==> src/rtl/l1_norm_stream.sv <==
// Streaming L1 normalizer: buffers one signed vector, divides 2^(FRAC_W+SUM_W) by its
// L1 sum with a bit-serial restoring divider, then streams x[i]*R scaled to signed Q1.FRAC_W.
module l1_norm_stream #(
  parameter int DATA_W  = 16,
  parameter int VEC_LEN = 8,
  parameter int FRAC_W  = 15
) (
  input  logic              clk,
  input  logic              rst,
  input  logic              in_valid,
  output logic              in_ready,
  input  logic [DATA_W-1:0] in_data,
  output logic              out_valid,
  input  logic              out_ready,
  output logic [FRAC_W:0]   out_data,
  output logic              out_last,
  output logic              zero_sum
);

  localparam int OUT_W = FRAC_W + 1;
  localparam int SUM_W = DATA_W + $clog2(VEC_LEN);
  localparam int Q_W   = FRAC_W + SUM_W + 1;
  localparam int IDX_W = $clog2(VEC_LEN);
  localparam int CNT_W = $clog2(Q_W);
  localparam int PRD_W = DATA_W + Q_W;
  localparam int P_W   = PRD_W - SUM_W;

  typedef enum logic [1:0] {S_LOAD, S_DIV, S_EMIT} state_t;

  state_t             r_state, w_state_nxt;
  logic [DATA_W-1:0]  r_buf [VEC_LEN];
  logic [IDX_W-1:0]   r_idx;
  logic [SUM_W-1:0]   r_acc;
  logic [SUM_W-1:0]   r_rem;
  logic [Q_W-1:0]     r_quot;
  logic [CNT_W-1:0]   r_cnt;

  function automatic logic [DATA_W-1:0] abs_u(input logic [DATA_W-1:0] v);
    return v[DATA_W-1] ? (~v + DATA_W'(1)) : v;
  endfunction

  logic              w_in_fire, w_out_fire, w_idx_last, w_div_last, w_div_bit, w_rem_ge;
  logic [SUM_W:0]    w_rem_sh;
  logic [DATA_W-1:0] w_x, w_in_abs, w_x_abs;
  logic              w_neg;
  logic [PRD_W-1:0]  w_prod;
  logic [P_W-1:0]    w_p, w_lim;
  logic [OUT_W-1:0]  w_mag, w_y;

  assign in_ready   = (r_state == S_LOAD) & ~rst;
  assign w_in_fire  = in_valid & in_ready;
  assign w_out_fire = out_valid & out_ready;
  assign w_idx_last = (r_idx == IDX_W'(VEC_LEN - 1));
  assign w_div_last = (r_cnt == CNT_W'(Q_W - 1));
  assign w_in_abs   = abs_u(in_data);

  // The dividend is a single 1 in its MSB, so only the first step shifts in a 1.
  assign w_div_bit  = (r_cnt == '0);
  assign w_rem_sh   = {r_rem, w_div_bit};
  assign w_rem_ge   = (w_rem_sh >= {1'b0, r_acc});

  assign w_x     = r_buf[r_idx];
  assign w_neg   = w_x[DATA_W-1];
  assign w_x_abs = abs_u(w_x);
  assign w_prod  = PRD_W'(w_x_abs) * PRD_W'(r_quot);
  assign w_p     = P_W'(w_prod >> SUM_W);
  // Negative results may reach exactly -1.0; positive ones stop one LSB short of +1.0.
  assign w_lim   = w_neg ? (P_W'(1) << FRAC_W) : ((P_W'(1) << FRAC_W) - P_W'(1));
  assign w_mag   = OUT_W'((w_p > w_lim) ? w_lim : w_p);
  assign w_y     = w_neg ? (~w_mag + OUT_W'(1)) : w_mag;

  always_ff @(posedge clk or posedge rst) begin
    if (rst) r_state <= S_LOAD;
    else     r_state <= w_state_nxt;
  end

  always_comb begin
    // NOTE: assign every always_comb output a default before the case so no path infers a latch.
    w_state_nxt = r_state;
    case (r_state)
      S_LOAD:  if (w_in_fire && w_idx_last) w_state_nxt = S_DIV;
      S_DIV:   if ((r_acc == '0) || w_div_last) w_state_nxt = S_EMIT;
      S_EMIT:  if (w_out_fire && out_last) w_state_nxt = S_LOAD;
      default: w_state_nxt = S_LOAD;
    endcase
  end

  // NOTE: the vector buffer is plain storage with no reset; stale contents are never read.
  always_ff @(posedge clk) begin
    if (w_in_fire) r_buf[r_idx] <= in_data;
  end

  always_ff @(posedge clk or posedge rst) begin
    // NOTE: sequential state uses non-blocking assignments so every register samples pre-edge values.
    if (rst) begin
      r_idx     <= '0;
      r_acc     <= '0;
      r_rem     <= '0;
      r_quot    <= '0;
      r_cnt     <= '0;
      out_valid <= 1'b0;
      out_data  <= '0;
      out_last  <= 1'b0;
      zero_sum  <= 1'b0;
    end else begin
      case (r_state)
        S_LOAD: begin
          if (w_in_fire) begin
            r_acc <= r_acc + SUM_W'(w_in_abs);
            r_idx <= w_idx_last ? '0 : r_idx + IDX_W'(1);
            r_rem <= '0;
            r_cnt <= '0;
          end
        end
        S_DIV: begin
          if (r_acc == '0) begin
            r_quot   <= '0;
            zero_sum <= 1'b1;
          end else begin
            r_quot <= {r_quot[Q_W-2:0], w_rem_ge};
            r_rem  <= SUM_W'(w_rem_ge ? (w_rem_sh - {1'b0, r_acc}) : w_rem_sh);
            r_cnt  <= r_cnt + CNT_W'(1);
          end
        end
        S_EMIT: begin
          if (!out_valid || out_ready) begin
            if (out_valid && out_last) begin
              out_valid <= 1'b0;
              out_last  <= 1'b0;
              r_acc     <= '0;
              zero_sum  <= 1'b0;
              r_idx     <= '0;
            end else begin
              out_valid <= 1'b1;
              out_data  <= w_y;
              out_last  <= w_idx_last;
              r_idx     <= w_idx_last ? '0 : r_idx + IDX_W'(1);
            end
          end
        end
        default: ;
      endcase
    end
  end

endmodule

==> config.mk <==
export PLATFORM = sky130hd
export DESIGN_NAME = l1_norm_stream
export DESIGN_NICKNAME = d
export VERILOG_FILES = /design/src/rtl/l1_norm_stream.sv
export SDC_FILE = /design/constraint.sdc
export NUM_CORES = 2
export LEC_CHECK = 0
export ABC_AREA = 1
export CELL_PAD_IN_SITES_DETAIL_PLACEMENT = 0
export CELL_PAD_IN_SITES_GLOBAL_PLACEMENT = 1
export CORE_UTILIZATION = 51
export CTS_BUF_LIST = sky130_fd_sc_hd__clkbuf_4 sky130_fd_sc_hd__clkbuf_8
export DETAILED_ROUTE_END_ITERATION = 10
export GPL_ROUTABILITY_DRIVEN = 0
export GPL_TIMING_DRIVEN = 0
export HOLD_SLACK_MARGIN = 0.05
export PLACE_DENSITY_LB_ADDON = 0.3
export SYNTH_ARGS = -nofsm -noshare
export SYNTH_HDL_FRONTEND = slang
export SYNTH_SLANG_ARGS = --single-unit
==> constraint.sdc <==
create_clock -name clk -period 12 [get_ports clk]
set_input_delay 1.8 -clock clk [delete_from_list [all_inputs] [get_ports clk]]
set_output_delay 1.8 -clock clk [all_outputs]
set_load 0.005 [all_outputs]
# After elaboration in Yosys (flattened, before gate mapping)
# Memories as Yosys holds them, arrays and structs flattened.
# Index checks and enable logic that the tools add are counted.
[word_totals]
regBits = 103
latch_bits = 0
mem_bits_rw = 128
mem_bits_ro = 0
input_bits = 20
output_inout_bits = 20
elab_cells = 94
memories = 1
[memory_table]
columns = ["memory", "words", "width", "read_ports", "rd_ports_with_merged_regs", "write_ports", "line_no", "rtl"]
rows = [
  ["r_buf", 8, 16, 1, 0, 1, "31", "logic [DATA_W-1:0] r_buf [VEC_LEN];"],
]
[classes]
n_addsub = 7
n_mul = 1
n_div = 0
n_lt_le_gt_ge = 2
eq_ne = 12
n_shift = 0
n_mux = 34
n_bitwise = 8
n_reduce_logical = 19
[op_table]
columns = ["operator", "n"]
rows = [
  ["$mux W19", 6],
  ["$mux W16", 5],
  ["$pmux W19 S2", 2],
  ["$mul A16 B35 Y51", 1],
  ["$add A16 B1 Y16 const B", 3],
  ["$not A16 Y16", 3],
  ["$mux W35", 1],
  ["$gt A32 B16 Y1", 1],
  ["$ge A20 B19 Y1", 1],
  ["$add A19 B16 Y19", 1],
  ["$logic_not A19 Y1", 1],
  ["$sub A19 B19 Y19", 1],
  ["$ne A2 B2 Y1 const B", 7],
  ["$mux W3", 4],
  ["$mux W6", 2],
  ["$pmux W6 S2", 1],
  ["$reduce_and A3 Y1", 4],
  ["$reduce_and A4 Y1", 2],
  ["$mux W1", 7],
  ["$add A6 B1 Y6 const B", 1],
  ["$eq A6 B6 Y1 const B", 1],
  ["$logic_not A6 Y1", 1],
  ["$mux W2", 3],
  ["$pmux W2 S3", 1],
  ["15 further kinds", 23],
]

# Logic depth before layout (Yosys ltp)
# An unclocked memory read counts as a cell.
[depth]
depth_word = 10
mapped_depth = 71
mapped_depth_nobuf = 67

# Worst setup path after synthesis
# OpenSTA, ideal clock, no wires.
[synth_timing]
kind = "register -> register"
startpoint = "reg r_idx[0]"
endpoint = "reg out_data[6]"
setup_ns = 0.124
arrival_ns = 9.786
required_time_ns = 11.876
slack_ns = 2.090
path_stages_with_launch = 65
path_buffers = 5
synth_period_minus_slack_ns = 9.910
path_cell_list = "dfrtp_1 > buf_4 > buf_6 > nand2_1 > nand2_1 > nand2_1 > nand2_1 > nand2_1 > nand2_2 > inv_1 > clkbuf_1 > ha_1 > nand4_1 > nor2_1 > nand2_1 > inv_1 > a21oi_1 > or2_2 > [29 not listed] > nor2_1 > nand2_1 > nor2_2 > inv_2 > nor2_8 > nand3_4 > nand2_4 > buf_6 > nand2_1 > inv_1 > ha_1 > nand2_1 > nor2_1 > nand2_1 > nand2_2 > nand3_1 > o211ai_1 > nand2_1"
[synth_between]
elab_chain_len = 10
elab_cells_between_ends = 11
[synth_lines]
columns = ["element", "line_no", "rtl"]
rows = [
  ["from (decl)", "32", "logic [IDX_W-1:0] r_idx;"],
  ["from (signal assigned)", "110", "r_idx <= w_idx_last ? '0 : r_idx + IDX_W'(1);"],
  ["from (signal assigned)", "137", "r_idx <= w_idx_last ? '0 : r_idx + IDX_W'(1);"],
  ["$mem_v2 Z8 W16 (*)", "-", ""],
  ["$not A16 Y16", "39", "return v[DATA_W-1] ? (~v + DATA_W'(1)) : v;"],
  ["$add A16 B1 Y16", "39", ""],
  ["$mux W16", "39", ""],
  ["$mul A16 B35 Y51", "65", "assign w_prod = PRD_W'(w_x_abs) * PRD_W'(r_quot);"],
  ["$gt A32 B16 Y1", "69", "assign w_mag = OUT_W'((w_p > w_lim) ? w_lim : w_p);"],
  ["$mux W16", "69", ""],
  ["$not A16 Y16", "70", "assign w_y = w_neg ? (~w_mag + OUT_W'(1)) : w_mag;"],
  ["$add A16 B1 Y16", "70", ""],
  ["$mux W16 (*)", "70", ""],
  ["to (signal assigned)", "135", "out_data <= w_y;"],
  ["to (decl)", "15", "output logic [FRAC_W:0] out_data,"],
]
# Mark *: on every way between the ends. The rest lies on a longest branch, timed or not.
# A chain may end at the register's enable or synchronous reset.

# Worst setup path in the final report
[layout_timing]
startpoint = "reg r_idx[0]"
endpoint = "reg out_data[14]"
# Same word-level chain as after synthesis.

==> metrics.txt <==
# TYPE chip_impl_metric gauge
chip_impl_info{name="outcome",value="complete, no violations"} 1
chip_impl_info{name="timing.setup.critical_path_class",value="flop to flop"} 1
chip_impl_metric{name="rows",unit=""} 88
chip_impl_metric{name="synth_cells",unit=""} 3689
chip_impl_metric{name="cp_slowest_stage_delay",unit="ps"} 590
chip_impl_info{name="worst_hold_path_type",value="flop to flop"} 1
chip_impl_metric{name="synth-warning-count",unit=""} 0
chip_impl_metric{name="cts.sinks",unit=""} 231
chip_impl_metric{name="depth_of_the_worst_hold_timing_path",unit=""} 2
chip_impl_metric{name="internal_power",unit="mW"} 2.128
chip_impl_metric{name="fin_hold_ws",unit="ps"} 475.8
chip_impl_metric{name="routedWlPerCell",unit="µm"} 19.78
chip_impl_metric{name="finish.cell_count_without_fillers",unit=""} 4584
chip_impl_metric{name="final_area",unit="mm²"} 0.03297
chip_impl_metric{name="cp.required",unit="ps"} 12480
chip_impl_metric{name="r2r.worst_path.cells",unit=""} 60
chip_impl_metric{name="antenna_violations_before_repair",unit=""} 2
chip_impl_metric{name="synth_area",unit="mm²"} 0.03013
chip_impl_metric{name="port-buffer-count",unit=""} 39
chip_impl_metric{name="grt_pass1_wl",unit="mm"} 144.4
chip_impl_metric{name="synth_largest_type_area_fraction",unit="%"} 30.63
chip_impl_metric{name="final.setup_skew",unit="ps"} 43.21
chip_impl_metric{name="timing_worst_slew_pin_value",unit="ps"} 1091
chip_impl_metric{name="cts_hold_buf",unit=""} 0
chip_impl_metric{name="seqPwrFrac",unit="%"} 20.4
chip_impl_metric{name="clk_transition_reported_paths",unit="ps"} 60
chip_impl_info{name="synth_top_cells_by_area",value="sky130_fd_sc_hd__fa_1, sky130_fd_sc_hd__edfxtp_1, sky130_fd_sc_hd__inv_1"} 1
chip_impl_info{name="most_frequent_cells_after_synthesis",value="sky130_fd_sc_hd__inv_1, sky130_fd_sc_hd__nand2_1, sky130_fd_sc_hd__fa_1, sky130_fd_sc_hd__nor2_1, sky130_fd_sc_hd__ha_1"} 1
chip_impl_metric{name="initial_utilization",unit="%"} 51.93
chip_impl_metric{name="synth_edf_count",unit=""} 128
chip_impl_metric{name="vdd.ir_drop.worst",unit="µV"} 225.7
chip_impl_metric{name="syn_nets",unit=""} 4349
chip_impl_metric{name="critical_path.n_buffers_inverters",unit=""} 16
chip_impl_metric{name="die_h",unit="µm"} 245.1
chip_impl_metric{name="net_switching_power_of_the_design",unit="mW"} 2.755
chip_impl_metric{name="final_layout_size_suffix_gt1_share",unit="%"} 7.098
chip_impl_metric{name="groute.usage.overall",unit="%"} 31.52
chip_impl_info{name="critical-path-top-delay-family",value="adder cells"} 1
chip_impl_metric{name="detailroute.via_count",unit=""} 24875
chip_impl_metric{name="cp.depth",unit=""} 60
chip_impl_metric{name="ioPinCount",unit=""} 40
chip_impl_metric{name="antenna_violating_nets_post_route",unit=""} 0
chip_impl_info{name="critical-path-top-cell-by-count",value="sky130_fd_sc_hd__nand2_1"} 1
chip_impl_metric{name="met1_usage",unit="%"} 44.10
chip_impl_metric{name="grt.overflow.total",unit=""} 0
chip_impl_metric{name="area_growth_syn_to_layout",unit="%"} 9.418
chip_impl_metric{name="global_route.usage.met3",unit="%"} 5.368
chip_impl_metric{name="grt_util_met2",unit="%"} 50.36
chip_impl_metric{name="drc",unit=""} 0
chip_impl_metric{name="ys_seq_elements",unit=""} 231
chip_impl_info{name="critPathSlowestCell",value="sky130_fd_sc_hd__fa_1"} 1
chip_impl_metric{name="critPathArrivalTime",unit="ps"} 11910
chip_impl_metric{name="avgSynthCellArea",unit="µm²"} 8.168
chip_impl_metric{name="post-dp-hpwl",unit="mm"} 74.16
chip_impl_metric{name="dr.first_iter.drc_count",unit=""} 2096
chip_impl_metric{name="drt-total-wl",unit="mm"} 90.65
chip_impl_metric{name="number_of_search_and_repair_iterations_in_the_first_detailed_routing_pass",unit=""} 5
chip_impl_metric{name="grt_start_max_net_pins",unit=""} 57
chip_impl_metric{name="power.share.clock",unit="%"} 15.0
chip_impl_metric{name="worstSkewPairLatency",unit="ps"} 630
chip_impl_metric{name="min_cycle_time_layout",unit="ps"} 11430
chip_impl_metric{name="die_area",unit="mm²"} 0.06006
chip_impl_metric{name="final_net_count",unit=""} 4450
chip_impl_metric{name="first_global_vias",unit=""} 25730
chip_impl_info{name="global_route.peak_usage_layer",value="met2"} 1
chip_impl_info{name="timing.critical_path.from_type",value="flop"} 1
chip_impl_info{name="synthDominantAreaCellType",value="sky130_fd_sc_hd__fa_1"} 1
chip_impl_metric{name="max_freq",unit="MHz"} 87.49
chip_impl_info{name="cts-root-buf",value="sky130_fd_sc_hd__clkbuf_8"} 1
chip_impl_metric{name="synthArstFlopShare",unit="%"} 44.59
chip_impl_info{name="end_kind",value="flop"} 1
chip_impl_metric{name="max-clock-path-buffers",unit=""} 3
chip_impl_metric{name="die_x",unit="µm"} 245.1
chip_impl_metric{name="h-tree-depth",unit=""} 2
chip_impl_info{name="cts_tree",value="done"} 1
chip_impl_metric{name="p_per_area",unit="mW/mm²"} 148.1
chip_impl_metric{name="filler_cell_count",unit=""} 5452
chip_impl_metric{name="detailed_place.area",unit="mm²"} 0.03165
chip_impl_metric{name="power.leakage",unit="nW"} 16.28
chip_impl_info{name="synth_flop_cell",value="sky130_fd_sc_hd__edfxtp_1"} 1
chip_impl_info{name="synth.most_common_cell",value="sky130_fd_sc_hd__inv_1"} 1
chip_impl_metric{name="timing_max_transition_violations_final",unit=""} 0
chip_impl_metric{name="finalHoldViolCount",unit=""} 0
chip_impl_metric{name="timing.max_cap.violations",unit=""} 0
chip_impl_metric{name="period_share",unit="%"} 95.25
chip_impl_metric{name="coreArea",unit="mm²"} 0.05803
chip_impl_metric{name="worst-path-max-fanout",unit=""} 10
chip_impl_metric{name="route.detailed.vias_per_inst",unit=""} 5.426
chip_impl_metric{name="power.share.switching",unit="%"} 56.42
chip_impl_metric{name="power_frac_comb",unit="%"} 64.6
chip_impl_metric{name="cts-buffers-inserted",unit=""} 41
chip_impl_metric{name="setup_viol",unit=""} 0
chip_impl_metric{name="placed_cells_incl_taps",unit=""} 4502
chip_impl_metric{name="netlist-cell-type-count",unit=""} 54
chip_impl_metric{name="synth-seq-area-share",unit="%"} 21.31
chip_impl_metric{name="maxSlewHeadroom",unit="%"} 27.29
## registers in the layout (all words and copies together) (netlist names)
signal     cells
r_rem         19
r_quot        35
out_data      16
out_last       1
r_idx          3
out_valid      1
r_buf        128
r_state        2
r_acc         19
r_cnt          6
zero_sum       1
## power by group through the flow
stage               sequential [mW]  clock, mW  combinational [mW]
global placement               1.01          0                2.80
CTS                           0.995      0.748                2.89
finish                        0.996      0.734                3.15
detailed placement             1.01          0                2.81
global route                   1.01      0.780                3.34
floorplan                     0.991          0                1.68
## area by class of cell
| cell class | instances | area, µm² | area share (%) |
|---|---|---|---|
| inverters | 846 | 3208 | 9.731 |
| repair buffers | 62 | 624.3 | 1.894 |
| clock inverters | 18 | 137.6 | 0.4175 |
| clock buffers | 53 | 654.4 | 1.985 |
| well taps | 765 | 957.2 | 2.903 |
| plain buffers | 120 | 605.6 | 1.837 |
| flip-flops and latches | 231 | 6422 | 19.48 |
| diodes | 1 | 2.502 | 0.007590 |
| multi-input cells | 2488 | 20360 | 61.75 |
## metrics by stage
stage | power, mW | TNS (ps) | setup WS (ps) | utilization, %
after floorplan | 2.674 | 0 | 2090 | -
after global placement | 3.809 | -9131 | -912.2 | 54.25
after detailed placement | 3.820 | -9256 | -930.0 | 54.54
after CTS | 4.634 | 0 | 1.685 | 56.10
after global routing | 5.125 | -55.38 | -34.00 | 56.81
final | 4.883 | 0 | 569.6 | 56.82
## per-layer routing
| metal | wire, µm | share of wire, % |
|---|---|---|
| met1 | 39570 | 44 |
| met2 | 41470 | 46 |
| met3 | 7090 | 7.8 |
| met4 | 2512 | 2.8 |
| met5 | 10 | 0.011 |
## worst register-to-register path: cells and delay by family (launching register included)
kind	cells	cell delay (ps)
buffers and inverters	16	2240
AO/OA/AOI/OAI	6	1160
adder cells (fa/ha/maj)	9	4020
XOR/XNOR	1	360
flip-flops	1	400
AND/OR/NAND/NOR	28	3110
## layout by cell type (no fill, tap or decap), types with 24 or more instances in the layout
cell type	instances
sky130_fd_sc_hd__nand3_1	82
sky130_fd_sc_hd__dfrtp_1	102
sky130_fd_sc_hd__fa_1	460
sky130_fd_sc_hd__nand4_1	27
sky130_fd_sc_hd__a21oi_1	136
sky130_fd_sc_hd__clkbuf_1	56
sky130_fd_sc_hd__clkbuf_8	41
sky130_fd_sc_hd__edfxtp_1	128
sky130_fd_sc_hd__o22ai_1	48
sky130_fd_sc_hd__o21ai_0	105
sky130_fd_sc_hd__ha_1	174
sky130_fd_sc_hd__clkdlybuf4s50_1	39
sky130_fd_sc_hd__inv_1	816
sky130_fd_sc_hd__xor2_1	24
sky130_fd_sc_hd__nand2_1	819
sky130_fd_sc_hd__nor3_1	29
sky130_fd_sc_hd__nor2_1	326
## cell families after synthesis
logic type	after synthesis	synth area share (%)
XOR/XNOR	45	1.308
flip-flops	231	21.31
buffers and inverters	970	12.18
adder cells (fa/ha/maj)	640	38.06
AO/OA/AOI/OAI	428	8.492
AND/OR/NAND/NOR	1375	18.65
## final timing paths
kind | start | endpoint | slack, ps
worst max-delay path | r_idx[0] | out_data[14] | 570
worst min-delay path | out_data[13] | out_data[13] | 480
worst max register to register | r_idx[0] | out_data[14] | 570
worst min register to register | out_data[13] | out_data[13] | 480
max in group asynchronous | rst | r_quot[34] | 9550
min in group asynchronous | rst | r_acc[6] | 1710
## what timing repair did
action	4_1_cts	5_1_grt
setup endpoints to repair	16	15
cloned	0	0
pin swaps	0	9
gates resized for setup	49	167
setup buffers	2	12
hold endpoints to repair	0	0
No activity file was read; power rests on OpenSTA's default activity.
